`src/rtl/ultra_sonic_array.sv`:
```
// rtl/ultra_sonic_array.sv - round-robin multi-channel ultrasonic ranger with register readout
module ultra_sonic_array #(
  parameter int NUM_CH         = 4,
  parameter int COUNT_WIDTH    = 32,
  parameter int TRIG_CYCLES    = 500,
  parameter int TIMEOUT_CYCLES = 1900000,
  parameter int GAP_CYCLES     = 50000
) (
  input  logic              clk,
  input  logic              reset_all,
  input  logic              enable,
  input  logic [3:0]        addr,
  input  logic              read,
  output logic [31:0]       read_data,
  input  logic [NUM_CH-1:0] echo,
  output logic [NUM_CH-1:0] trigger
);

  localparam int CH_W = (NUM_CH > 1) ? $clog2(NUM_CH) : 1;

  typedef enum logic [2:0] {
    IDLE,
    TRIG,
    WAIT_ECHO,
    ON_ECHO,
    GAP
  } state_t;

  state_t                 state;
  logic [CH_W-1:0]        cur_ch;
  logic [NUM_CH-1:0]      echo_meta;
  logic [NUM_CH-1:0]      echo_sync;
  logic [31:0]            phase_cnt;
  logic [31:0]            tmo_cnt;
  logic [COUNT_WIDTH-1:0] width_cnt;
  logic [COUNT_WIDTH-1:0] result [NUM_CH];
  logic [NUM_CH-1:0]      valid;
  logic [NUM_CH-1:0]      tmo;

  logic [7:0]             valid_ext;
  logic [7:0]             tmo_ext;
  logic [31:0]            rd_mux;
  logic [NUM_CH-1:0]      clr_mask;
  logic                   cur_echo;
  logic                   timeout_hit;
  logic                   trig_done;
  logic                   gap_done;
  logic                   width_full;
  logic [CH_W-1:0]        next_ch;
  logic [NUM_CH-1:0]      cur_onehot;
  logic [NUM_CH-1:0]      next_onehot;

  // Decode the active channel, terminal counts and next-channel selection.
  always_comb begin
    cur_echo    = echo_sync[cur_ch];
    timeout_hit = (tmo_cnt == 32'(TIMEOUT_CYCLES - 1));
    trig_done   = (phase_cnt == 32'(TRIG_CYCLES - 1));
    gap_done    = (phase_cnt == 32'(GAP_CYCLES - 1));
    width_full  = (width_cnt == {COUNT_WIDTH{1'b1}});
    next_ch     = (cur_ch == CH_W'(NUM_CH - 1)) ? '0 : cur_ch + CH_W'(1);
    cur_onehot  = NUM_CH'(1) << cur_ch;
    next_onehot = NUM_CH'(1) << next_ch;
  end

  // Register-map read mux and the per-channel flag clears a result read causes.
  always_comb begin
    valid_ext = '0;
    tmo_ext   = '0;
    valid_ext[NUM_CH-1:0] = valid;
    tmo_ext[NUM_CH-1:0]   = tmo;
    rd_mux   = '0;
    clr_mask = '0;
    if (addr == 4'd0) begin
      rd_mux = {16'b0, tmo_ext, valid_ext};
    end
    for (int i = 0; i < NUM_CH; i++) begin
      if (addr == 4'(i + 1)) begin
        rd_mux      = 32'(result[i]);
        clr_mask[i] = read;
      end
    end
  end

  // Two-flop synchronizer for the asynchronous echo lines.
  always_ff @(posedge clk) begin
    if (!reset_all) begin
      echo_meta <= '0;
      echo_sync <= '0;
    end else begin
      echo_meta <= echo;
      echo_sync <= echo_meta;
    end
  end

  // Ranging FSM plus register file; a completion set lands after a read clear so it wins.
  always_ff @(posedge clk) begin
    if (!reset_all) begin
      state     <= IDLE;
      cur_ch    <= '0;
      trigger   <= '0;
      read_data <= '0;
      phase_cnt <= '0;
      tmo_cnt   <= '0;
      width_cnt <= '0;
      valid     <= '0;
      tmo       <= '0;
      for (int i = 0; i < NUM_CH; i++) begin
        result[i] <= '0;
      end
    end else begin
      if (read) begin
        read_data <= rd_mux;
      end
      valid <= valid & ~clr_mask;
      tmo   <= tmo & ~clr_mask;

      case (state)
        IDLE: begin
          trigger <= '0;
          if (enable) begin
            state     <= TRIG;
            phase_cnt <= '0;
            trigger   <= cur_onehot;
          end
        end

        TRIG: begin
          if (trig_done) begin
            state   <= WAIT_ECHO;
            trigger <= '0;
            tmo_cnt <= '0;
          end else begin
            phase_cnt <= phase_cnt + 32'd1;
          end
        end

        WAIT_ECHO: begin
          if (timeout_hit) begin
            tmo[cur_ch]   <= 1'b1;
            valid[cur_ch] <= 1'b1;
            state         <= GAP;
            phase_cnt     <= '0;
          end else begin
            tmo_cnt <= tmo_cnt + 32'd1;
            if (cur_echo) begin
              width_cnt <= COUNT_WIDTH'(1);
              state     <= ON_ECHO;
            end
          end
        end

        ON_ECHO: begin
          if (timeout_hit) begin
            tmo[cur_ch]   <= 1'b1;
            valid[cur_ch] <= 1'b1;
            state         <= GAP;
            phase_cnt     <= '0;
          end else if (cur_echo) begin
            tmo_cnt <= tmo_cnt + 32'd1;
            if (!width_full) begin
              width_cnt <= width_cnt + COUNT_WIDTH'(1);
            end
          end else begin
            result[cur_ch] <= width_cnt;
            valid[cur_ch]  <= 1'b1;
            tmo[cur_ch]    <= 1'b0;
            state          <= GAP;
            phase_cnt      <= '0;
          end
        end

        GAP: begin
          if (gap_done) begin
            cur_ch    <= next_ch;
            phase_cnt <= '0;
            if (enable) begin
              state   <= TRIG;
              trigger <= next_onehot;
            end else begin
              state <= IDLE;
            end
          end else begin
            phase_cnt <= phase_cnt + 32'd1;
          end
        end

        default: begin
          state   <= IDLE;
          trigger <= '0;
        end
      endcase
    end
  end

endmodule

```
`config.mk`:
```
export PLATFORM = sky130hd
export DESIGN_NAME = ultra_sonic_array
export DESIGN_NICKNAME = d
export VERILOG_FILES = /design/src/rtl/ultra_sonic_array.sv
export SDC_FILE = /design/constraint.sdc
export NUM_CORES = 1
export LEC_CHECK = 0
export BUFFER_PORTS_ARGS = -buffer_cell sky130_fd_sc_hd__clkbuf_2
export CELL_PAD_IN_SITES_DETAIL_PLACEMENT = 1
export CELL_PAD_IN_SITES_GLOBAL_PLACEMENT = 1
export CORE_MARGIN = 10
export CORE_UTILIZATION = 53
export DETAILED_ROUTE_END_ITERATION = 12
export GPL_ROUTABILITY_DRIVEN = 0
export GPL_TIMING_DRIVEN = 0
export PLACE_DENSITY = 0.92
export SLEW_MARGIN = 20
export SYNTH_ARGS = -nofsm -noshare
export SYNTH_HDL_FRONTEND = slang
export SYNTH_SLANG_ARGS = --single-unit
```
`constraint.sdc`:
```
create_clock -name clk -period 6.7 [get_ports clk]
set_clock_uncertainty 0.05 [all_clocks]
set_input_delay 0.335 -clock clk [delete_from_list [all_inputs] [get_ports clk]]
set_output_delay 0.335 -clock clk [all_outputs]
set_load 0.01 [all_outputs]
```
==> impl_results.html, run 1 <==
<table>
<tr><th>Metric</th><th>Value</th></tr>
<tr><th colspan="2">Worst hold path</th></tr>
<tr><td>Min-delay worst type</td><td>primary input to flop</td></tr>
<tr><td>End point of the most critical hold path</td><td>width_cnt[1]</td></tr>
<tr><td>Number of cells on the worst hold path</td><td>3</td></tr>
<tr><td>Hold wc startpoint</td><td>reset_all</td></tr>
<tr><th colspan="2">Timing</th></tr>
<tr><td>Setup total negative slack</td><td>0 ns</td></tr>
<tr><td>Period utilisation layout</td><td>65.17%</td></tr>
<tr><td>Max Slew Vio Count</td><td>0</td></tr>
<tr><td>Tightest Pin Transition</td><td>1.030 ns</td></tr>
<tr><td>Peak Freq</td><td>229.0 MHz</td></tr>
<tr><td>Hold violation total from the final report</td><td>0</td></tr>
<tr><td>Count of final setup violators</td><td>0</td></tr>
<tr><td>Max transition margin</td><td>31.05%</td></tr>
<tr><td>Min cycle time layout</td><td>4.366 ns</td></tr>
<tr><td>RSZ-0062 raised after global routing</td><td>false</td></tr>
<tr><th colspan="2">Floorplan</th></tr>
<tr><td>Area of the die</td><td>32180 µm²</td></tr>
<tr><td>Core Box Area</td><td>25110 µm²</td></tr>
<tr><td>Floorplan die height</td><td>179.4 µm</td></tr>
<tr><td>Number of cell rows</td><td>58</td></tr>
<tr><td>Die boundary width</td><td>179.4 µm</td></tr>
<tr><td>Top-level port count</td><td>48</td></tr>
<tr><td>Starting density of the core</td><td>53.63%</td></tr>
<tr><th colspan="2">Synth</th></tr>
<tr><td>Area of the mapped netlist</td><td>13470 µm²</td></tr>
<tr><td>Yosys reg bits</td><td>281</td></tr>
<tr><td>Register area share after synthesis</td><td>51.29%</td></tr>
<tr><td>Asr flop ratio synth</td><td>0%</td></tr>
<tr><td>Primary flip-flop cell chosen by synthesis mapping</td><td>sky130_fd_sc_hd__dfxtp_1</td></tr>
<tr><td>Net count after synthesis</td><td>1366</td></tr>
<tr><td>Ys Warns</td><td>0</td></tr>
<tr><td>Post-synth EDFFs</td><td>128</td></tr>
<tr><td>Average size of a mapped cell</td><td>10.03 µm²</td></tr>
<tr><td>Library cells used by synthesis</td><td>81</td></tr>
<tr><td>Synthesized netlist cell count</td><td>1343</td></tr>
<tr><th colspan="2">Clock tree</th></tr>
<tr><td>Clock insertion delay at the later pin of the skew report</td><td>0.59 ns</td></tr>
<tr><td>Reg clk slew, reported paths</td><td>0.07 ns</td></tr>
<tr><td>Clk buf depth</td><td>3</td></tr>
<tr><td>Number of clock sinks seen by CTS</td><td>281</td></tr>
<tr><td>Total of cells resized after clock tree synthesis</td><td>0</td></tr>
<tr><td>CTS tree</td><td>yes</td></tr>
<tr><td>Buffer cell driving the clock tree root</td><td>sky130_fd_sc_hd__clkbuf_16</td></tr>
<tr><td>Cts bufs inserted</td><td>30</td></tr>
<tr><td>H-tree lvl count</td><td>1</td></tr>
<tr><td>Setup fix buffers added after clock tree synthesis</td><td>0</td></tr>
<tr><th colspan="2">Power</th></tr>
<tr><td>Pwr dens</td><td>278.6 nW/µm²</td></tr>
<tr><td>Total power</td><td>0.004246 W</td></tr>
<tr><td>Peak supply drop</td><td>205.7 µV</td></tr>
<tr><td>Static leakage power</td><td>5.066 nW</td></tr>
<tr><th colspan="2">Routing</th></tr>
<tr><td>Routed Wire Length</td><td>51430 µm</td></tr>
<tr><td>Vias</td><td>12.63k</td></tr>
<tr><td>Wire length per cell after detailed routing</td><td>28.86 µm</td></tr>
<tr><td>Routed vias/inst</td><td>7.086</td></tr>
<tr><td>1st-pass router iterations</td><td>6</td></tr>
<tr><td>Number of DRC violations after detailed routing</td><td>0</td></tr>
<tr><td>Post-DRT Antenna Nets</td><td>0</td></tr>
<tr><td>Drt initial violations</td><td>1819</td></tr>
<tr><th colspan="2">Worst setup path</th></tr>
<tr><td>Critical Path Max Stage Delay</td><td>0.74 ns</td></tr>
<tr><td>Startpoint of the worst-slack reg-to-reg timing path</td><td>cur_ch[0]</td></tr>
<tr><td>Reg2reg end</td><td>result[1][27]</td></tr>
<tr><td>Critical path, cell by cell</td><td>buf_2 &gt; mux4_2 &gt; nor2_1 &gt; nand3_1 &gt; nor3_2 &gt; nand2b_2 &gt; buf_16</td></tr>
<tr><td>Required time worst endpoint</td><td>6.92 ns</td></tr>
<tr><td>Critical Path Fanout Max</td><td>17</td></tr>
<tr><td>Critical path class</td><td>flop to flop</td></tr>
<tr><td>WP data arrival</td><td>4.59 ns</td></tr>
<tr><td>Nature of the critical path endpoint</td><td>flop</td></tr>
<tr><td>Delay-heaviest family, CP</td><td>simple AND/OR/NAND/NOR gates</td></tr>
<tr><td>Critical path depth</td><td>7</td></tr>
<tr><td>Worst-case reg-to-reg path depth</td><td>7</td></tr>
<tr><td>Combined buffer and inverter count along the critical path</td><td>2</td></tr>
<tr><td>Slowest library cell on the worst path</td><td>sky130_fd_sc_hd__nor3_2</td></tr>
<tr><td>Crit path launch type</td><td>flop</td></tr>
<tr><td>Worst reg2reg setup slack</td><td>2.33 ns</td></tr>
<tr><th colspan="2">Layout</th></tr>
<tr><td>Commonest non-fill, non-tap cell in the layout</td><td>sky130_fd_sc_hd__dfxtp_1</td></tr>
<tr><td>Fraction of layout cells with a size suffix above 1</td><td>12.26%</td></tr>
<tr><td>Total Nets Final</td><td>1453</td></tr>
<tr><td>Number of diodes</td><td>0</td></tr>
<tr><td>Layout Area Growth over Synthesis</td><td>13.18%</td></tr>
<tr><td>Most frequent cells in the layout</td><td>153 x sky130_fd_sc_hd__dfxtp_1, 128 x sky130_fd_sc_hd__edfxtp_1, 126 x sky130_fd_sc_hd__and2_1, 118 x sky130_fd_sc_hd__nor2_1, 82 x sky130_fd_sc_hd__clkbuf_1</td></tr>
<tr><th colspan="2">Global routing</th></tr>
<tr><td>Wire length of the first global-routing pass</td><td>78940 µm</td></tr>
<tr><td>Number of antenna violations at the first check in global routing</td><td>2</td></tr>
<tr><td>Global route total overflow</td><td>0</td></tr>
<tr><td>Number of global-route vias before repair</td><td>13.22k</td></tr>
<tr><td>Aggregate global-route resource usage</td><td>31.66%</td></tr>
<tr><td>Largest net degree at the start of global routing</td><td>23</td></tr>
<tr><th colspan="2">Placed design</th></tr>
<tr><td>Number of port buffers</td><td>46</td></tr>
<tr><td>Half-perimeter wire length after detailed placement</td><td>33640 µm</td></tr>
<tr><th colspan="2">Flow run</th></tr>
<tr><td>Maximum capacitance violations</td><td>0</td></tr>
<tr><th colspan="2">Status</th></tr>
<tr><td>Result of the run</td><td>finished, final reports clean</td></tr>
</table>
[logic make-up after synthesis]
family | count (synthesis) | synth area share (%)
AOI/OAI and AO/OA | 326 | 17.00
xor gates and xnor gates | 16 | 1.041
adders and majority gates | 11 | 1.022
buffers and inverters | 118 | 3.568
DFF | 281 | 51.29
muxes | 34 | 3.401
and+or+nand+nor | 557 | 22.68
[metrics by stage]
step / hold WS, ns / std cells / instance area [µm²] / utilization (%) / setup WS (ns)
floorplan: 0.3619 / 1343 / 13470 / - / 2.261
global placement: 0.3719 / 1719 / 14110 / 56.19 / 0.3273
detailed placement: 0.3787 / 1724 / 14250 / 56.76 / 2.676
CTS: 0.09090 / 1782 / 15230 / 60.65 / 2.564
global route: 0.1250 / 1782 / 15240 / 60.69 / 2.384
finish: 0.1169 / 1782 / 15240 / 60.69 / 2.334
[sequential cells by signal (all words and copies together), names as in the netlist]
| name | count |
|---|---|
| tmo | 4 |
| echo_meta | 4 |
| tmo_cnt | 32 |
| phase_cnt | 32 |
| valid | 4 |
| state | 3 |
| width_cnt | 32 |
| result | 128 |
| echo_sync | 4 |
| cur_ch | 2 |
| trigger | 4 |
| read_data | 32 |
[power breakdown]
part           internal [W]  switching [W]
Combinational      0.000192       0.000536
Sequential          0.00185      0.0000406
Clock              0.000890       0.000737
[cells in the mapped netlist (7+ instances only)]
cell,number,area [µm²]
sky130_fd_sc_hd__a211oi_1,42,315.3
sky130_fd_sc_hd__a21oi_1,50,250.2
sky130_fd_sc_hd__a22o_1,24,210.2
sky130_fd_sc_hd__a22oi_1,43,322.8
sky130_fd_sc_hd__a31oi_1,30,187.7
sky130_fd_sc_hd__and2_1,126,788.3
sky130_fd_sc_hd__and3_1,9,56.30
sky130_fd_sc_hd__and4_1,9,78.83
sky130_fd_sc_hd__buf_2,12,60.06
sky130_fd_sc_hd__clkbuf_1,73,274.0
sky130_fd_sc_hd__dfxtp_1,153,3063
sky130_fd_sc_hd__edfxtp_1,128,3844
sky130_fd_sc_hd__ha_1,11,137.6
sky130_fd_sc_hd__inv_1,23,86.33
sky130_fd_sc_hd__mux2_2,24,270.3
sky130_fd_sc_hd__mux4_2,7,157.7
sky130_fd_sc_hd__nand2_1,81,304.0
sky130_fd_sc_hd__nand2b_1,11,68.82
sky130_fd_sc_hd__nand3_1,38,190.2
sky130_fd_sc_hd__nand3b_1,10,75.07
sky130_fd_sc_hd__nand4_1,28,175.2
sky130_fd_sc_hd__nor2_1,118,442.9
sky130_fd_sc_hd__nor3_1,32,160.2
sky130_fd_sc_hd__nor4_1,35,219.0
sky130_fd_sc_hd__o211ai_1,13,97.59
sky130_fd_sc_hd__o21a_1,7,52.55
sky130_fd_sc_hd__o21ai_0,40,200.2
sky130_fd_sc_hd__o22ai_1,7,43.79
sky130_fd_sc_hd__o41ai_1,7,61.31
sky130_fd_sc_hd__or3_1,12,75.07
sky130_fd_sc_hd__or4_1,10,75.07
sky130_fd_sc_hd__xnor2_1,16,140.1
[metal layers]
metal  vias up  part of all wire (%)  GRT usage, %
li1       5239                     -             -
met1      6182                    37         38.06
met2       914                    47         52.75
met3       288                   9.7         5.930
met4         4                   6.2         17.56
met5         -                 0.060             0
[worst min-delay path: stages]
cell                       delay, ns
sky130_fd_sc_hd__clkbuf_2       0.17
sky130_fd_sc_hd__o21ai_2        0.14
sky130_fd_sc_hd__a21oi_1        0.05
[worst max path at each step]
stage / startpoint / end / slack [ns]
2_1_floorplan: cur_ch[0] / result[3][0] / 2.26
3_3_place_gp: cur_ch[0] / result[2][23] / 0.33
3_5_place_dp: cur_ch[0] / result[1][23] / 2.68
4_1_cts: cur_ch[0] / result[1][23] / 2.56
5_1_grt: cur_ch[0] / result[1][24] / 2.38
6_report: cur_ch[0] / result[1][27] / 2.33
[layout make-up]
class                   count  area, µm²
clock inverters             9      76.32
inverters                  24      90.09
clock buffers              45      860.8
plain buffers              94      390.4
multi-input cells         944       6120
fillers                  2731       9869
flip-flops and latches    281       6907
well taps                 330      412.9
repair buffers             55      382.9
[what timing repair did]
action | CTS | global route
endpoints found under the hold margin | 4 | 0
endpoints found under the setup margin | 0 | 0
hold buffers | 4 | 0
No activity file was read; power rests on OpenSTA's default activity.
==> inputs of run 2 (changes only) <==
- CORE_UTILIZATION: 53 -> 45
- PLACE_DENSITY: 0.92 -> 0.84
- clock period: 6.7 -> 3.82 ns (I/O delays scaled with it)
==> run 2 against run 1 <==
Effect of this change:
- register-to-register slack got worse by 2.1 ns
- non-clock buffer count rose by 1
- final cell count rose by 3.7%
- sequential share of layout area fell by 0.54 points
- sequential cell count did not move
- via count fell by 7.4%
- setup slack got worse by 2.1 ns
- fmax rose by 22%
- worst hold slack got worse by 0.048 ns
- die area rose by 16%
- largest cell class unchanged
- highest routed layer is now met4
==> impl_results.html, run 2 (synthesized netlist as in run 1, its figures left out) <==
<table>
<tr><th>Metric</th><th>Value</th></tr>
<tr><th colspan="2">Status</th></tr>
<tr><td>Result of the run</td><td>finished, final reports clean (unchanged)</td></tr>
<tr><th colspan="2">Power</th></tr>
<tr><td>Clk pwr share</td><td>40.0% (was 38.3%)</td></tr>
<tr><td>Static leakage power</td><td>5.098 nW (was 5.066 nW)</td></tr>
<tr><td>Peak supply drop</td><td>367.0 µV (was 205.7 µV)</td></tr>
<tr><td>Switching power total</td><td>0.002248 W (was 0.001314 W)</td></tr>
<tr><td>Pwr dens</td><td>492.6 nW/µm² (was 278.6 nW/µm²)</td></tr>
<tr><td>Combinational group share of total power</td><td>16.4% (was 17.2%)</td></tr>
<tr><td>Internal cell power</td><td>0.005348 W (was 0.002932 W)</td></tr>
<tr><td>Switching share of total power</td><td>29.60% (was 30.94%)</td></tr>
<tr><td>Register share of total power</td><td>43.6% (was 44.5%)</td></tr>
<tr><th colspan="2">Timing</th></tr>
<tr><td>Max Slew Vio Count</td><td>0 (unchanged)</td></tr>
<tr><td>Hold violation total from the final report</td><td>0 (unchanged)</td></tr>
<tr><td>Tightest Pin Transition</td><td>1.073 ns (was 1.030 ns)</td></tr>
<tr><td>Final worst setup slack</td><td>0.2464 ns (was 2.334 ns)</td></tr>
<tr><td>Max transition margin</td><td>27.91% (was 31.05%)</td></tr>
<tr><td>Count of final setup violators</td><td>0 (unchanged)</td></tr>
<tr><td>RSZ-0062 raised after global routing</td><td>false (unchanged)</td></tr>
<tr><td>Peak Freq</td><td>279.8 MHz (was 229.0 MHz)</td></tr>
<tr><td>Min cycle time layout</td><td>3.574 ns (was 4.366 ns)</td></tr>
<tr><td>Period utilisation layout</td><td>93.55% (was 65.17%)</td></tr>
<tr><th colspan="2">Global routing</th></tr>
<tr><td>Wire length of the first global-routing pass</td><td>69990 µm (was 78940 µm)</td></tr>
<tr><td>Number of global-route vias before repair</td><td>12.14k (was 13.22k)</td></tr>
<tr><td>Number of antenna violations at the first check in global routing</td><td>1 (was 2)</td></tr>
<tr><td>Aggregate global-route resource usage</td><td>23.72% (was 31.66%)</td></tr>
<tr><td>Global route total overflow</td><td>0 (unchanged)</td></tr>
<tr><td>Largest net degree at the start of global routing</td><td>22 (was 23)</td></tr>
<tr><th colspan="2">Layout</th></tr>
<tr><td>Number of non-filler instances in the completed layout</td><td>1848 (was 1782)</td></tr>
<tr><td>Most frequent cells in the layout</td><td>153 x sky130_fd_sc_hd__dfxtp_1, 128 x sky130_fd_sc_hd__edfxtp_1, 126 x sky130_fd_sc_hd__and2_1, 116 x sky130_fd_sc_hd__nor2_1, 82 x sky130_fd_sc_hd__clkbuf_1 (was 153 x sky130_fd_sc_hd__dfxtp_1, 128 x sky130_fd_sc_hd__edfxtp_1, 126 x sky130_fd_sc_hd__and2_1, 118 x sky130_fd_sc_hd__nor2_1, 82 x sky130_fd_sc_hd__clkbuf_1)</td></tr>
<tr><td>Total Nets Final</td><td>1455 (was 1453)</td></tr>
<tr><td>Fillers</td><td>3270 (was 2731)</td></tr>
<tr><td>Area taken by multi-input logic gates</td><td>6142 µm² (was 6120 µm²)</td></tr>
<tr><td>Max reg flops</td><td>128 (unchanged)</td></tr>
<tr><td>Register Area</td><td>6907 µm² (unchanged)</td></tr>
<tr><td>Largest reg by FF count</td><td>result (unchanged)</td></tr>
<tr><td>Fraction of layout cells with a size suffix above 1</td><td>12.15% (was 12.26%)</td></tr>
<tr><td>Commonest non-fill, non-tap cell in the layout</td><td>sky130_fd_sc_hd__dfxtp_1 (unchanged)</td></tr>
<tr><td>Layout Area Growth over Synthesis</td><td>14.53% (was 13.18%)</td></tr>
<tr><th colspan="2">Floorplan</th></tr>
<tr><td>Number of cell rows</td><td>63 (was 58)</td></tr>
<tr><td>Starting density of the core</td><td>45.55% (was 53.63%)</td></tr>
<tr><td>Floorplan die height</td><td>193.0 µm (was 179.4 µm)</td></tr>
<tr><td>Die boundary width</td><td>193.0 µm (was 179.4 µm)</td></tr>
<tr><td>Top-level port count</td><td>48 (unchanged)</td></tr>
<tr><td>Area of the die</td><td>37240 µm² (was 32180 µm²)</td></tr>
<tr><td>Core Box Area</td><td>29560 µm² (was 25110 µm²)</td></tr>
<tr><th colspan="2">Routing</th></tr>
<tr><td>Post-DRT Antenna Nets</td><td>0 (unchanged)</td></tr>
<tr><td>Drt initial violations</td><td>1077 (was 1819)</td></tr>
<tr><td>1st-pass router iterations</td><td>5 (was 6)</td></tr>
<tr><td>Routed Wire Length</td><td>44690 µm (was 51430 µm)</td></tr>
<tr><td>Met3 WL</td><td>2859 µm (was 4964 µm)</td></tr>
<tr><td>Highest metal layer with signal wires</td><td>met4 (was met5)</td></tr>
<tr><td>Routed vias/inst</td><td>6.328 (was 7.086)</td></tr>
<tr><td>Wire length per cell after detailed routing</td><td>24.18 µm (was 28.86 µm)</td></tr>
<tr><td>Vias</td><td>11.69k (was 12.63k)</td></tr>
<tr><td>Length of routed met2 wiring</td><td>21920 µm (was 24350 µm)</td></tr>
<tr><td>Number of DRC violations after detailed routing</td><td>0 (unchanged)</td></tr>
<tr><td>Met1 wire length</td><td>18960 µm (was 18870 µm)</td></tr>
<tr><th colspan="2">Worst setup path</th></tr>
<tr><td>WP data arrival</td><td>3.82 ns (was 4.59 ns)</td></tr>
<tr><td>Nature of the critical path endpoint</td><td>flop (unchanged)</td></tr>
<tr><td>Crit path launch type</td><td>flop (unchanged)</td></tr>
<tr><td>Required time worst endpoint</td><td>4.06 ns (was 6.92 ns)</td></tr>
<tr><td>Critical Path Fanout Max</td><td>19 (was 17)</td></tr>
<tr><td>Critical path class</td><td>flop to flop (unchanged)</td></tr>
<tr><th colspan="2">Placed design</th></tr>
<tr><td>DP Worst Slack</td><td>-0.06146 ns (was 2.676 ns)</td></tr>
<tr><td>Number of port buffers</td><td>46 (unchanged)</td></tr>
<tr><td>Half-perimeter wire length after detailed placement</td><td>31170 µm (was 33640 µm)</td></tr>
<tr><td>Count of placed standard cells including taps</td><td>1784 (was 1724)</td></tr>
<tr><th colspan="2">Clock tree</th></tr>
<tr><td>Buffer cell driving the clock tree root</td><td>sky130_fd_sc_hd__clkbuf_16 (unchanged)</td></tr>
<tr><td>Reg clk slew, reported paths</td><td>0.06 ns (was 0.07 ns)</td></tr>
<tr><td>CTS tree</td><td>yes (unchanged)</td></tr>
<tr><td>Number of clock sinks seen by CTS</td><td>281 (unchanged)</td></tr>
<tr><td>Cts bufs inserted</td><td>31 (was 30)</td></tr>
<tr><td>H-tree lvl count</td><td>1 (unchanged)</td></tr>
<tr><td>Clk buf depth</td><td>3 (unchanged)</td></tr>
<tr><td>Clock insertion delay at the later pin of the skew report</td><td>0.59 ns (about the same)</td></tr>
<tr><th colspan="2">Flow run</th></tr>
<tr><td>Maximum capacitance violations</td><td>0 (unchanged)</td></tr>
<tr><th colspan="2">Worst hold path</th></tr>
<tr><td>Min-delay worst type</td><td>primary input to flop (unchanged)</td></tr>
</table>
-- run 2: final timing paths --
path                            slack, ns            end  cells after the start          from
worst min register to register       0.39   echo_sync[3]                      1  echo_meta[3]
worst max register to register       0.25  result[1][25]                      7     cur_ch[0]
worst min-delay path                 0.07       state[0]                      5        enable
worst max-delay path                 0.25  result[1][25]                      7     cur_ch[0]
-- run 2: layout make-up --
type,count,area share (%)
sequential,281,44.78
timing repair buffer,56,2.547
tap,390,3.164
multi-input combinational,944,39.83
antenna,1,0.01623
clock inverter,18,1.298
inverter,24,0.5841
clock buffer,40,5.249
buffer,94,2.531
-- run 2: worst max-delay path: stages, from the launching register on --
cell	delay, ns
sky130_fd_sc_hd__dfxtp_1	0.42
sky130_fd_sc_hd__buf_2	0.37
sky130_fd_sc_hd__mux4_2	0.65
sky130_fd_sc_hd__nor2_2	0.28
sky130_fd_sc_hd__nand3_1	0.33
sky130_fd_sc_hd__nor3_4	0.52
sky130_fd_sc_hd__nand2b_4	0.42
sky130_fd_sc_hd__buf_16	0.21
-- run 2: per-layer routing --
metal | track usage [%] | up-vias
met1 | 31.04 | 5936
met4 | 6.627 | 0
met3 | 3.183 | 73
met2 | 40.41 | 427
li1 | - | 5258
met5 | 0 | -
-- run 2: through the flow --
step                      power (W)  hold WS, ns  utilization [%]  TNS, ns  area, µm²
after detailed placement   0.004566       0.3527            48.49   -1.126      14330
after global routing       0.007839       0.1206            52.17        0      15420
after floorplan            0.004100       0.2683                -        0      13470
after CTS                  0.007580      0.07321            52.11        0      15400
after global placement     0.004509       0.3547            48.00  -107.46      14190
final                      0.007597      0.06924            52.17        0      15420
-- run 2: repair_timing --
action / CTS / global route
setup buffers: 0 / 0
endpoints found under the hold margin: 6 / 0
hold buffers: 5 / 0
endpoints found under the setup margin: 19 / 57
gates resized for setup: 2 / 4
-- run 2: power by group through the flow --
stage                     logic, W  registers, W  clock network [W]
after floorplan           0.000740       0.00336                  0
after global placement     0.00114       0.00337                  0
after detailed placement   0.00119       0.00337                  0
after CTS                  0.00122       0.00331            0.00305
after global routing       0.00134       0.00332            0.00318
final                      0.00125       0.00331            0.00304
